[config.mk]
export PLATFORM = sky130hd
export DESIGN_NAME = pwm_ctrl
export DESIGN_NICKNAME = d
export VERILOG_FILES = /design/src/rtl/pwm_ctrl.sv
export SDC_FILE = /design/constraint.sdc
export NUM_CORES = 1
export LEC_CHECK = 0
export ABC_AREA = 0
export CAP_MARGIN = 20
export CORE_MARGIN = 2
export CORE_UTILIZATION = 53
export CTS_CLUSTER_SIZE = 24
export DETAILED_ROUTE_END_ITERATION = 10
export GPL_ROUTABILITY_DRIVEN = 0
export PLACE_DENSITY = 0.78
export SLEW_MARGIN = 20
export SYNTH_ARGS = -nofsm -noshare
export SYNTH_HDL_FRONTEND = slang
export SYNTH_SLANG_ARGS = --single-unit
[constraint.sdc]
create_clock -name clock -period 1.9 [get_ports clock]
set_input_delay 0.38 -clock clock [delete_from_list [all_inputs] [get_ports clock]]
set_output_delay 0.38 -clock clock [all_outputs]
set_load 0.02 [all_outputs]
[src/rtl/pwm_ctrl.sv]
// pwm_ctrl: period-aligned motor PWM generator with shadowed ratio/direction
// requests, one-cycle apply acknowledge and dead-time on direction reversal.
module pwm_ctrl #(
  parameter int unsigned CLK_DIV      = 4,
  parameter int unsigned DEAD_PERIODS = 2
) (
  input  logic       clock,
  input  logic       reset,
  input  logic       pwm_enable,
  input  logic       pwm_update,
  input  logic [7:0] pwm_ratio,
  input  logic       pwm_direction,
  output logic       pwm_done,
  output logic       pwm_out,
  output logic       pwm_dir_out,
  output logic [7:0] applied_ratio,
  output logic       dead_active
);

  localparam int unsigned        DIV_W     = (CLK_DIV > 1) ? $clog2(CLK_DIV) : 1;
  localparam logic [DIV_W-1:0]   DIV_LAST  = DIV_W'(CLK_DIV - 1);
  localparam logic [3:0]         DEAD_INIT = 4'(DEAD_PERIODS);
  localparam logic [7:0]         CNT_LAST  = 8'd254;

  typedef enum logic [1:0] {IDLE, RUN, DEAD} state_e;

  state_e           state_q, state_d;
  logic [DIV_W-1:0] div_q, div_d;
  logic [7:0]       cnt_q, cnt_d;
  logic             pending_q, pending_d;
  logic [7:0]       pend_ratio_q, pend_ratio_d;
  logic             pend_dir_q, pend_dir_d;
  logic [3:0]       dead_cnt_q, dead_cnt_d;
  logic             done_q, done_d;
  logic             out_q, out_d;
  logic             dir_q, dir_d;
  logic [7:0]       ratio_q, ratio_d;
  logic             dead_q, dead_d;

  logic tick, boundary, apply;

  assign tick     = (state_q != IDLE) && (div_q == DIV_LAST);
  assign boundary = tick && (cnt_q == CNT_LAST);

  // Next-state: prescaler/counter, shadow capture, boundary-aligned apply and dead-time
  always_comb begin
    state_d      = state_q;
    div_d        = div_q;
    cnt_d        = cnt_q;
    pend_ratio_d = pend_ratio_q;
    pend_dir_d   = pend_dir_q;
    dead_cnt_d   = dead_cnt_q;
    out_d        = out_q;
    dir_d        = dir_q;
    ratio_d      = ratio_q;
    dead_d       = dead_q;
    done_d       = 1'b0;
    apply        = 1'b0;

    // A request arriving on a boundary edge is only captured; the boundary
    // below still works from the pre-edge pending values.
    if (pwm_update) begin
      pend_ratio_d = pwm_ratio;
      pend_dir_d   = pwm_direction;
    end

    case (state_q)
      IDLE: begin
        div_d      = '0;
        cnt_d      = '0;
        out_d      = 1'b0;
        dead_d     = 1'b0;
        dead_cnt_d = '0;
        if (pending_q)  apply   = 1'b1;
        if (pwm_enable) state_d = RUN;
      end
      default: begin
        if (!pwm_enable) begin
          state_d    = IDLE;
          div_d      = '0;
          cnt_d      = '0;
          out_d      = 1'b0;
          dead_d     = 1'b0;
          dead_cnt_d = '0;
        end else begin
          div_d = (div_q == DIV_LAST) ? '0 : div_q + 1'b1;
          if (tick) cnt_d = (cnt_q == CNT_LAST) ? 8'd0 : cnt_q + 8'd1;
          out_d = (state_q == RUN) && (cnt_q < ratio_q);
          if (boundary) begin
            if (state_q == RUN) begin
              if (pending_q) begin
                if (pend_dir_q == dir_q || ratio_q == 8'd0 || DEAD_INIT == 4'd0) begin
                  apply = 1'b1;
                end else begin
                  state_d    = DEAD;
                  ratio_d    = 8'd0;
                  dead_d     = 1'b1;
                  dead_cnt_d = DEAD_INIT;
                end
              end
            end else begin
              // Dead-time always runs to completion, even if the pending
              // direction has since been changed back.
              if (dead_cnt_q <= 4'd1) begin
                apply      = 1'b1;
                state_d    = RUN;
                dead_d     = 1'b0;
                dead_cnt_d = '0;
              end else begin
                dead_cnt_d = dead_cnt_q - 4'd1;
              end
            end
          end
        end
      end
    endcase

    if (apply) begin
      ratio_d = pend_ratio_q;
      dir_d   = pend_dir_q;
      done_d  = 1'b1;
    end
    pending_d = pwm_update | (pending_q & ~apply);
  end

  // State and output registers, synchronous active-high reset
  always_ff @(posedge clock) begin
    if (reset) begin
      state_q      <= IDLE;
      div_q        <= '0;
      cnt_q        <= '0;
      pending_q    <= 1'b0;
      pend_ratio_q <= '0;
      pend_dir_q   <= 1'b0;
      dead_cnt_q   <= '0;
      done_q       <= 1'b0;
      out_q        <= 1'b0;
      dir_q        <= 1'b0;
      ratio_q      <= '0;
      dead_q       <= 1'b0;
    end else begin
      state_q      <= state_d;
      div_q        <= div_d;
      cnt_q        <= cnt_d;
      pending_q    <= pending_d;
      pend_ratio_q <= pend_ratio_d;
      pend_dir_q   <= pend_dir_d;
      dead_cnt_q   <= dead_cnt_d;
      done_q       <= done_d;
      out_q        <= out_d;
      dir_q        <= dir_d;
      ratio_q      <= ratio_d;
      dead_q       <= dead_d;
    end
  end

  assign pwm_done      = done_q;
  assign pwm_out       = out_q;
  assign pwm_dir_out   = dir_q;
  assign applied_ratio = ratio_q;
  assign dead_active   = dead_q;

endmodule
==> metrics.cfg <==
[run_status]
status = completed

[layout]
antenna_cells = 0
drive_gt1_share_pct = 14.4
nets = 253
area_growth_pct = 25.0
stdcell_count = 275
final_util_pct = 68.3

[setup_path]
cp-end-kind = flop
r2r_setup_slack_ns = 0.11
critical_path_arrival_ns = 2.04
path_class = flop to flop
cp.required_ns = 2.15
crit_path_start_kind = flop
cp_max_fo = 4
worstRegToRegCells = 6
r2r_end = applied_ratio[2]
timing.rr.start = dead_cnt_q[1]

[floorplanning]
chipHeight_um = 62.2
start_util_pct = 54.6
dieArea_um2 = 3870
io_pins = 25
rows = 21
die_w_um = 62.2
core-area_um2 = 3280

[pwr]
switching_power_mw = 0.367
p_leak_nw = 0.893
pwr-share-seq_pct = 59.5
internal_power_mw = 1.03
clock_power_share_pct = 30.6
netSwitchingFraction_pct = 26.2
ir_worst_vdd_mv = 0.481
p_per_area_nw_per_um2 = 624
p_comb_share_pct = 9.9

[timing]
worst_slack_ns = 0.109
tns_ns = 0
fin_skew_ns = 0.0117
finalCritPeriodShare_pct = 94.2
drv_slew = 0
rsz0062_at_grt = yes
finalCriticalPeriod_ns = 1.79
setup_viol = 0
slew_headroom_pct = 73.3
hold_viol = 0
fmax_mhz = 558
worstMarginPinSlew_ns = 0.397

[placed_design]
dp_cells = 265
numPortBuffers = 24
pre_cts_slack_ns = -0.0315
place_hpwl_mm = 3.10

[detailed_routing]
avgRoutedWirePerCell_um = 15.4
ant_nets = 0
via_per_inst = 5.68
drt_iter0_drc = 151
num_vias = 1563
route.detailed.drc = 0
drt_wl_total_mm = 4.23
drt_first_pass_iters = 7

[hold_path]
hold_path.class = flop to flop
min_from = div_q[0]
whs_endpoint = div_q[0]
min_path_cells = 1

[global_routing]
grt_pass1_vias = 1544
overflow = 0
grt_pass1_wl_mm = 7.03
antenna_found_initial = 0
grt_max_degree = 14
grt_usage_pct = 22.7

[clocking]
cts_buffers = 5
clk_root_buffer_cell = clkbuf_4
cts_tree = yes
cts_buffer_depth = 2
cts.sinks = 38
htreeDepth = 2
clk_pin_slew_ns = 0.12
clkLatencyLatePin_ns = 0.35

[yosys]
postSynthCellCount = 187
yosysWarningCount = 0
synth_edf_count = 0
synth_ff_type = dfxtp_1
synth-seq-cells = 38
syn_avg_cell_area_um2 = 9.59
netlist_area_um2 = 1790
ys_seq_area_share_pct = 42.4
synth_fp_nets = 212
async_reset_ff_share_pct = 0
synth.distinct_cells = 43

[job]
cap_violations = 0

-- placed cells by master, fill, tap and decap left out, drive strengths merged, types with 5 or more instances in the layout --
master,n
inv,13
nor2,21
a21oi,10
clkdlybuf4s50,24
ha,12
nand4,8
clkbuf,5
nand2,11
dfxtp,38
a22o,8
mux2i,9
buf,14
o21ai,8
-- logic make-up after synthesis --
| kind of cell | count (synthesis) | synth area share (%) |
|---|---|---|
| mux | 9 | 5.02 |
| compound gates | 46 | 19.7 |
| buf+inv | 18 | 4.39 |
| simple gates | 58 | 17.2 |
| fa+ha+maj | 12 | 8.37 |
| flops | 38 | 42.4 |
| xor+xnor | 6 | 2.93 |
-- cell usage after synthesis (all sizes together) (2+ instances only) --
cell type / number / area (um2)
dfxtp: 38 / 761
nor2: 21 / 78.8
inv: 13 / 48.8
ha: 12 / 150
nand2: 11 / 41.3
a21oi: 9 / 56.3
mux2i: 9 / 90.1
a22o: 8 / 70.1
nand4: 8 / 65.1
o21ai: 8 / 43.8
a21o: 4 / 30.0
nor3: 4 / 31.3
xor2: 4 / 35.0
a211oi: 3 / 22.5
clkbuf: 3 / 11.3
nor4: 3 / 18.8
or3: 3 / 18.8
a311oi: 2 / 23.8
a41oi: 2 / 17.5
buf: 2 / 18.8
o211a: 2 / 20.0
o21a: 2 / 15.0
xnor2: 2 / 17.5
-- power groups by stage --
| stage | combinational (mW) | sequential [mW] | clock [mW] |
|---|---|---|---|
| 2_1_floorplan | 0.0647 | 0.853 | 0 |
| 3_3_place_gp | 0.130 | 0.849 | 0 |
| 3_5_place_dp | 0.134 | 0.850 | 0 |
| 4_1_cts | 0.135 | 0.832 | 0.433 |
| 5_1_grt | 0.151 | 0.835 | 0.474 |
| 6_report | 0.138 | 0.832 | 0.429 |
-- per-layer routing --
layer / GRT usage [%] / part of all wire [%] / vias to the layer above / wire length, um
li1: - / - / 763 / -
met1: 27.2 / 43 / 728 / 1810
met2: 40.6 / 51 / 62 / 2140
met3: 5.80 / 5.1 / 10 / 214
met4: 5.83 / 1.6 / 0 / 66
met5: 0 / 0 / - / 0
-- state kept, by name, indices dropped and copies added (netlist names) --
| signal | count |
|---|---|
| applied_ratio | 8 |
| cnt_q | 8 |
| dead_active | 1 |
| dead_cnt_q | 4 |
| div_q | 2 |
| pend_dir_q | 1 |
| pend_ratio_q | 8 |
| pending_q | 1 |
| pwm_dir_out | 1 |
| pwm_done | 1 |
| pwm_out | 1 |
| state_q | 2 |
-- how the worst max path moves through the flow --
stage,start,depth (start not counted),end,slack [ns]
final,dead_cnt_q[1],6,applied_ratio[2],0.11
after global routing,dead_cnt_q[1],6,applied_ratio[4],-0.02
after CTS,dead_cnt_q[0],6,applied_ratio[1],0.01
after detailed placement,pwm_enable,5,cnt_q[1],-0.03
after global placement,pwm_enable,5,cnt_q[1],0.06
after floorplan,dead_cnt_q[0],6,applied_ratio[0],0.19
-- metrics by stage --
step | power, mW | hold WS, ns | cell area (um2)
2_1_floorplan | 0.917 | 0.408 | 1790
3_3_place_gp | 0.979 | 0.415 | 2160
3_5_place_dp | 0.984 | 0.431 | 2160
4_1_cts | 1.40 | 0.448 | 2220
5_1_grt | 1.46 | 0.471 | 2240
6_report | 1.40 | 0.451 | 2240
-- area by class of cell --
cell class              instances  area [um2]
flip-flops and latches         38         762
fillers                       277        1040
inverters                      13        48.8
clock inverters                 3        21.3
clock buffers                   5        37.5
multi-input cells             132         971
repair buffers                 38         345
well taps                      46        57.6
-- timing repair --
| item | CTS | global route |
|---|---|---|
| hold buffers | 0 | 0 |
| setup buffers | 0 | 1 |
| gates cloned | 0 | 1 |
| pin swaps | 0 | 2 |
| resized for setup | 1 | 3 |
| setup endpoints to repair | 8 | 12 |
-- critical path, cell delays in order, from the launching register on --
cell     delay, ns
dfxtp_1       0.38
inv_1         0.09
ha_1          0.23
o21a_1        0.20
a41oi_2       0.39
a21oi_2       0.15
a22o_1        0.24
No activity file was read; power rests on OpenSTA's default activity.
